[config.mk]
export PLATFORM = sky130hd
export DESIGN_NAME = matrix_result_drain
export DESIGN_NICKNAME = d
export VERILOG_FILES = /design/src/rtl/matrix_pkg.sv /design/src/rtl/matrix_idx_counter.sv /design/src/rtl/matrix_result_drain.sv
export SDC_FILE = /design/constraint.sdc
export NUM_CORES = 1
export LEC_CHECK = 0
export CORE_UTILIZATION = 40
export CTS_CLUSTER_SIZE = 25
export DETAILED_ROUTE_END_ITERATION = 8
export GPL_ROUTABILITY_DRIVEN = 0
export MAX_ROUTING_LAYER = met4
export PLACE_DENSITY = 0.64
export SLEW_MARGIN = 5
export SYNTH_ARGS = -nofsm -noshare
export SYNTH_HDL_FRONTEND = slang
export SYNTH_SLANG_ARGS = --single-unit
[constraint.sdc]
create_clock -name clk -period 14.8 [get_ports clk]
set_input_delay 1.48 -clock clk [delete_from_list [all_inputs] [get_ports clk]]
set_output_delay 1.48 -clock clk [all_outputs]
set_load 0.01 [all_outputs]
[src/rtl/matrix_pkg.sv]
// Shared types and sizing helpers for the matrix result path.
// Defaults match the standard 4x4, 16-bit multiplier build.
package matrix_pkg;

  localparam int N_DEF     = 4;
  localparam int WIDTH_DEF = 16;

  typedef logic [2*WIDTH_DEF-1:0] elem_t;

  typedef enum logic [1:0] {
    IDLE,
    WAIT,
    STREAM
  } drain_state_t;

  function automatic int idx_w(input int n);
    return (n < 2) ? 1 : $clog2(n);
  endfunction

  // Wait counter only needs to hold LATENCY-1
  function automatic int cnt_w(input int lat);
    return (lat < 2) ? 1 : $clog2(lat);
  endfunction

  localparam int IDX_W = idx_w(N_DEF);

endpackage

[src/rtl/matrix_idx_counter.sv]
// Row-major (row, col) walker over an NxN array.
// Synchronous clear has priority over advance.
module matrix_idx_counter
  import matrix_pkg::*;
#(
  parameter int N = N_DEF,
  localparam int IW = idx_w(N)
) (
  input  logic          clk_i,
  input  logic          rst_i,
  input  logic          clr_i,
  input  logic          en_i,
  output logic [IW-1:0] row_o,
  output logic [IW-1:0] col_o,
  output logic          last_o
);

  localparam logic [IW-1:0] MAX = IW'(N - 1);

  logic [IW-1:0] row_q, row_d;
  logic [IW-1:0] col_q, col_d;

  always_comb begin
    row_d = row_q;
    col_d = col_q;
    if (clr_i) begin
      row_d = '0;
      col_d = '0;
    end else if (en_i) begin
      if (col_q == MAX) begin
        col_d = '0;
        row_d = (row_q == MAX) ? '0 : row_q + 1'b1;
      end else begin
        col_d = col_q + 1'b1;
      end
    end
  end

  always_ff @(posedge clk_i) begin
    if (rst_i) begin
      row_q <= '0;
      col_q <= '0;
    end else begin
      row_q <= row_d;
      col_q <= col_d;
    end
  end

  assign row_o  = row_q;
  assign col_o  = col_q;
  assign last_o = (row_q == MAX) && (col_q == MAX);

endmodule

[src/rtl/matrix_result_drain.sv]
// Snapshots the multiplier result LATENCY cycles after start and
// streams it row-major over valid/ready while the multiplier moves on.
module matrix_result_drain
  import matrix_pkg::*;
#(
  parameter int N           = N_DEF,
  parameter int WIDTH       = WIDTH_DEF,
  parameter int PIPE_STAGES = 2,
  parameter int LATENCY     = PIPE_STAGES + N + 1,
  localparam int EW = 2 * WIDTH,
  localparam int IW = idx_w(N),
  localparam int CW = cnt_w(LATENCY)
) (
  input  logic          clk,
  input  logic          rst,
  input  logic          start,
  input  logic [EW-1:0] C [N][N],
  output logic          busy,
  output logic [EW-1:0] out_data,
  output logic [IW-1:0] out_row,
  output logic [IW-1:0] out_col,
  output logic          out_last,
  output logic          out_valid,
  input  logic          out_ready,
  output logic          done
);

  drain_state_t  state_q;
  logic [CW-1:0] cnt_q;
  logic          valid_q;
  logic          done_q;
  logic [EW-1:0] shadow_q [N][N];

  logic          capture;
  logic          hs;
  logic          last;
  logic [IW-1:0] row;
  logic [IW-1:0] col;

  assign capture = (state_q == WAIT) && (cnt_q == '0);
  assign hs      = valid_q && out_ready;

  matrix_idx_counter #(.N(N)) u_idx (
    .clk_i  (clk),
    .rst_i  (rst),
    .clr_i  (capture),
    .en_i   (hs),
    .row_o  (row),
    .col_o  (col),
    .last_o (last)
  );

  always_ff @(posedge clk) begin
    if (rst) begin
      state_q <= IDLE;
      cnt_q   <= '0;
      valid_q <= 1'b0;
      done_q  <= 1'b0;
    end else begin
      done_q <= 1'b0;
      unique case (state_q)
        IDLE: begin
          if (start) begin
            state_q <= WAIT;
            cnt_q   <= CW'(LATENCY - 1);
          end
        end
        WAIT: begin
          if (cnt_q == '0) begin
            state_q <= STREAM;
            valid_q <= 1'b1;
          end else begin
            cnt_q <= cnt_q - 1'b1;
          end
        end
        STREAM: begin
          if (hs && last) begin
            state_q <= IDLE;
            valid_q <= 1'b0;
            done_q  <= 1'b1;
          end
        end
        default: state_q <= IDLE;
      endcase
    end
  end

  // Shadow contents are don't-care outside STREAM, so no reset
  always_ff @(posedge clk) begin
    if (capture) shadow_q <= C;
  end

  assign busy      = (state_q != IDLE);
  assign out_valid = valid_q;
  assign done      = done_q;
  assign out_row   = row;
  assign out_col   = col;
  assign out_last  = valid_q && last;
  assign out_data  = valid_q ? shadow_q[row][col] : '0;

endmodule

# Yosys cells after proc, flatten, opt, wreduce, memory -nomap -nowiden
# Cells that the tools add are included.
dict set report classes {
  addsub 3
  magnitude_cmp 2
  n_eq_ne 8
  mux 20
  bitwise_logic 3
  n_reduce_logical 16
}
# cell n
set op_table {}
lappend op_table {{128-bit binary-select mux with 2-bit select} 1}
lappend op_table {{128-bit two-way mux} 2}
lappend op_table {{32-bit two-way mux} 3}
lappend op_table {{32-bit binary-select mux with 2-bit select} 1}
lappend op_table {{2-bit two-way mux} 5}
lappend op_table {{3-bit AND reduction} 3}
lappend op_table {{2-bit equality test (second input constant)} 3}
lappend op_table {{3-bit >= comparator (second input constant)} 2}
lappend op_table {{3-bit two-way mux} 2}
lappend op_table {{2-bit inequality test (second input constant)} 3}
lappend op_table {{2-bit NOT with 3-bit output} 2}
lappend op_table {{2-bit one-hot mux with 3 select lines} 1}
lappend op_table {{3-bit one-hot mux with 2 select lines} 1}
lappend op_table {{2-bit nonzero test} 3}
lappend op_table {{1-bit logical AND} 5}
lappend op_table {{2-bit by 1-bit adder with 2-bit output (second input constant)} 2}
lappend op_table {{2-bit OR reduction} 2}
lappend op_table {{3-bit zero test} 1}
lappend op_table {{1-bit two-way mux} 3}
lappend op_table {{3-bit by 1-bit subtractor with 3-bit output (second input constant)} 1}
lappend op_table {{2-bit by 1-bit equality test with 1-bit output (second input constant)} 1}
lappend op_table {{2-bit zero test} 1}
lappend op_table {{2-bit by 1-bit inequality test with 1-bit output (second input constant)} 1}
lappend op_table {{1-bit one-hot mux with 2 select lines} 1}
lappend op_table {{other kinds (2)} 2}
dict set report word_totals {
  reg_bits 523
  in_bits 516
  output_inout_bits 40
  elab_cells 74
}

# Longest topological paths before layout
dict set report depth {
  ltp_word 8
  ltp_mapped 7
  ltp_nobuf 7
}

# Cells and area by module
# Synthesis repeated with hierarchy kept, for this count alone.
dict set report hier_totals {
  hier_cells 1097
  hier_area_um2 20404.6
}
# mod n_inst cells_each area_each_um2
set modules_own_cells {}
lappend modules_own_cells {matrix_result_drain 1 1078 20203.1}
lappend modules_own_cells {matrix_idx_counter 1 19 201.4}

# Least setup slack after synthesis
# No wires, ideal clock.
dict set report synth_timing {
  path_kind {register -> register}
  from {register cnt_q[0]}
  to {register shadow_q[0] in the netlist's numbering, enable pin}
  t_arrival_ns 10.578
  required_ns 13.942
  setup_slack_ns 3.364
  path_stages_with_launch 6
  path_buffers 0
  period_less_slack_ns 11.436
  path_cell_list {dfxtp_1 inv_1 ha_1 ha_1 nand2_1 inv_1}
}
dict set report synth_between {
  elab_chain_len 2
}
# element line
set synth_lines {}
lappend synth_lines {{from (decl)} matrix_result_drain.sv:29} ;# logic [CW-1:0] cnt_q;
lappend synth_lines {{from (signal assigned)} matrix_result_drain.sv:65} ;# cnt_q <= CW'(LATENCY - 1);
lappend synth_lines {{from (signal assigned)} matrix_result_drain.sv:73} ;# cnt_q <= cnt_q - 1'b1;
lappend synth_lines {{3-bit zero test} matrix_result_drain.sv:40} ;# assign capture = (state_q == WAIT) && (cnt_q == '0);
lappend synth_lines {{1-bit logical AND} matrix_result_drain.sv:40}
lappend synth_lines {{named net capture} matrix_result_drain.sv:34} ;# logic capture;
lappend synth_lines {{to (signal assigned)} matrix_result_drain.sv:90} ;# if (capture) shadow_q <= C;
lappend synth_lines {{to (decl)} matrix_result_drain.sv:32} ;# logic [EW-1:0] shadow_q [N][N];
# The timed path passes the listed nets, and every way through them passes these cells.
# A chain may end at the register's enable or synchronous reset.

# Worst setup path in the final report
dict set report layout_timing {
  from {register u_idx.row_q[0], in the netlist u_idx.row_o[0]}
  to {output port out_data[15]}
}
dict set report layout_between {
  elab_chain_len 8
}
# element line
set layout_lines {}
lappend layout_lines {{from (decl)} matrix_idx_counter.sv:20} ;# logic [IW-1:0] row_q, row_d;
lappend layout_lines {{from (signal assigned)} matrix_idx_counter.sv:44} ;# row_q <= row_d;
lappend layout_lines {{2-bit NOT with 3-bit output (not written as such)} matrix_result_drain.sv:99} ;# assign out_data = valid_q ? shadow_q[row][col] : '0;
lappend layout_lines {{128-bit binary-select mux with 2-bit select} matrix_result_drain.sv:99}
lappend layout_lines {{128-bit two-way mux (not written as such) (2 in a row)} matrix_result_drain.sv:99}
lappend layout_lines {{32-bit binary-select mux with 2-bit select} matrix_result_drain.sv:99}
lappend layout_lines {{32-bit two-way mux (not written as such) (2 in a row)} matrix_result_drain.sv:99}
lappend layout_lines {{32-bit two-way mux} matrix_result_drain.sv:99}
lappend layout_lines {{to (decl)} matrix_result_drain.sv:19} ;# output logic [EW-1:0] out_data,
# No other way between the ends. The select of a mux whose other input is x is not followed.

==> out/metrics.yaml <==
critPathRequiredTime_ns: 13.32
clock_path_buffers: 3
place_hpwl_um: 40600
vdd_drop_max_uv: 92.1
postCtsHoldBufs: 0
fillers: 3960
io_buffers: 555
syn_area_per_cell_um2: 18.6
r2r_cells: 7
via_per_inst: 5.00
slew_violations: 0
final.setup.tns_ns: 0
drcViolationCount: 0
multi_input_area_um2: 4240
grt_overflow: 0
cts-root-buf: "clkbuf_16"
hold_violations: 0
fp-row-count: 82
first_pass_iters: 6
synth_warnings: 0
r2r_slack_ns: 10.79
nNetsFinal: 2180
endpoint_kind: "output port"
dp.cells: 2273
path_clk_slew_ns: 0.05
tightest_slew_ns: 1.16
p_leak_uw: 0.00892
cp_max_fo: 58
start_kind: "flop"
fmax_mhz: 171
seq_area_um2: 15600
initial_utilization_pct: 40.6
clk_latency_ns: 0.60
synth_nets: 1615
grt_usage_pct: 22.1
timing.final.crit_share_pct: 39.4
htree_num_levels: 2
max_stage_delay_ns: 1.04
grt_max_degree: 135
io_pins: 556
arrival_ns: 4.35
ant_nets: 0
path_depth: 6
cts_inserted_buffers: 57
dieArea_um2: 51800
cts_resized: 0
synthesis.area_um2: 20400
antenna_found_initial: 30
period_minus_slack_ns: 5.83
vias: 12000
status: "completed"
syn_to_final_growth_pct: 38.5
powerDensity_nw_per_um2: 121
ys_seq_elements: 523
post-cts-setup-buffer-count: 0
finalWirelength_um: 57900
die_height_um: 228
crit_slowest_cell: "dfxtp_4"
postSynthCellCount: 1095
drt-wirelength-per-cell_um: 24.0
grt_pass1_wl_um: 79100
fin_util_pct: 56.2
cp_num_buf_inv: 2
clock_skew_ns: 0.0141
grt_pass1_vias: 12400
hold_path_class: "flop to flop"
setup-violations-final: 0
worstSetupPathType: "flop to output port"
cp_top_family: "buffers and inverters"
whs_path_depth: 2
cts_tree: "done"
drive_gt1_share_pct: 6.45
fin_cells: 2409
dr.first_iter.drc_count: 763
path_cells: "buf_4 > mux2i_1 > a22oi_1 > nand2_1 > o22ai_1 > clkdlybuf4s50_1"
ys_seq_area_share_pct: 76.6
core-area_um2: 50200
fp.dieW_um: 228
yosysUniqueCellTypes: 30
cts_sinks: 523
slew_headroom_pct: 22.8
rsz0062_at_grt: "no"
maxCapViolations: 0
## power by group
group          internal (uW)  leakage [uW]  switching (uW)
registers               1750       0.00477            26.4
clock network            771      0.000856             565
logic                    164       0.00329             139
total                   2690       0.00892             730
## cell usage in the layout (no fill, tap or decap), types with 8 or more instances in the layout
master / count
nor2_1: 8
o21ai_1: 16
clkinv_2: 10
edfxtp_1: 512
o22ai_1: 21
a22oi_1: 106
buf_4: 12
clkbuf_1: 15
a221oi_1: 11
mux4_2: 11
clkdlybuf4s50_1: 555
clkinv_1: 13
dfxtp_1: 10
nand2_1: 59
mux2i_1: 237
diode_2: 31
clkbuf_16: 59
## cells in the mapped netlist, drive strengths merged
library cell  instances  area, um2
a311oi                2       17.5
a21oi                 5       25.0
a221oi               11       96.3
ha                    4       50.1
inv                   5       18.8
mux4                 11        248
a22oi               106        796
nand2                60        225
edfxtp              512      15400
nor3                  1       5.00
buf                  52        493
nand2b                4       25.0
clkbuf               10       37.5
and2                  2       12.5
o21ai                22        110
and3                  1       6.26
dfxtp                11        220
nor2                  9       36.3
or2                   1       6.26
nand3                 3       15.0
o22ai                21        131
nor2b                 5       31.3
mux2i               237       2370
## registers in the layout, indices dropped and copies added (netlist names)
signal and cells:
cnt_q 3, u_idx.row_o 2, done 1, state_q 2, out_valid 1, u_idx.col_o 2, shadow_q 512
## cell type report
type                       count  share of cell area, %
antenna                       31                  0.275
clock buffer                  76                   5.53
clock inverter                29                  0.679
inverter                       5                 0.0932
multi-input combinational    505                   15.0
sequential                   523                   55.3
tap                          672                   2.98
timing repair buffer         568                   20.1
## worst register-to-register path, delay by kind of cell (launching register included)
family / cells / cell delay, ns
AND/OR/NAND/NOR: 1 / 0.19
adder cells (fa/ha/maj): 2 / 0.30
flip-flops: 1 / 0.31
buffers and inverters: 4 / 2.77
## stage by stage
stage | power, uW | setup slack [ns] | cell area [um2] | hold slack, ns
6_report | 3420 | 8.97 | 28200 | 0.493
5_1_grt | 3520 | 8.73 | 28200 | 0.533
4_1_cts | 3440 | 8.94 | 28100 | 0.503
3_5_place_dp | 2110 | 9.58 | 26400 | 0.490
3_3_place_gp | 2100 | 9.61 | 26400 | 0.475
2_1_floorplan | 1960 | 3.36 | 20400 | 0.460
## final timing paths
check / startpoint / end
hold reg to reg: cnt_q[0] / cnt_q[0]
setup / recovery: u_idx.row_o[0] / out_data[15]
setup reg to reg: cnt_q[0] / shadow_q[69]
hold / removal: cnt_q[0] / cnt_q[0]
## cell families (layout without fill, tap and decap cells)
kind of cell | Yosys count | after routing | share of synthesized area, %
AO/OA/AOI/OAI | 167 | 167 | 5.78
adder cells (fa/ha/maj) | 4 | 4 | 0.246
buffers and inverters | 67 | 678 | 2.70
flip-flops | 523 | 523 | 76.6
multiplexers | 248 | 248 | 12.9
other | 0 | 31 | 0
AND/OR/NAND/NOR | 86 | 86 | 1.78
## metal layers
metal | vias to the layer above | share of wire (%) | GRT usage [%]
met1 | 5922 | 41 | 27.2
met3 | 101 | 6.7 | 5.30
li1 | 5575 | - | -
met5 | - | 0 | -
met4 | 0 | 3.0 | 10.0
met2 | 436 | 49 | 34.5
No activity file was read; power rests on OpenSTA's default activity.
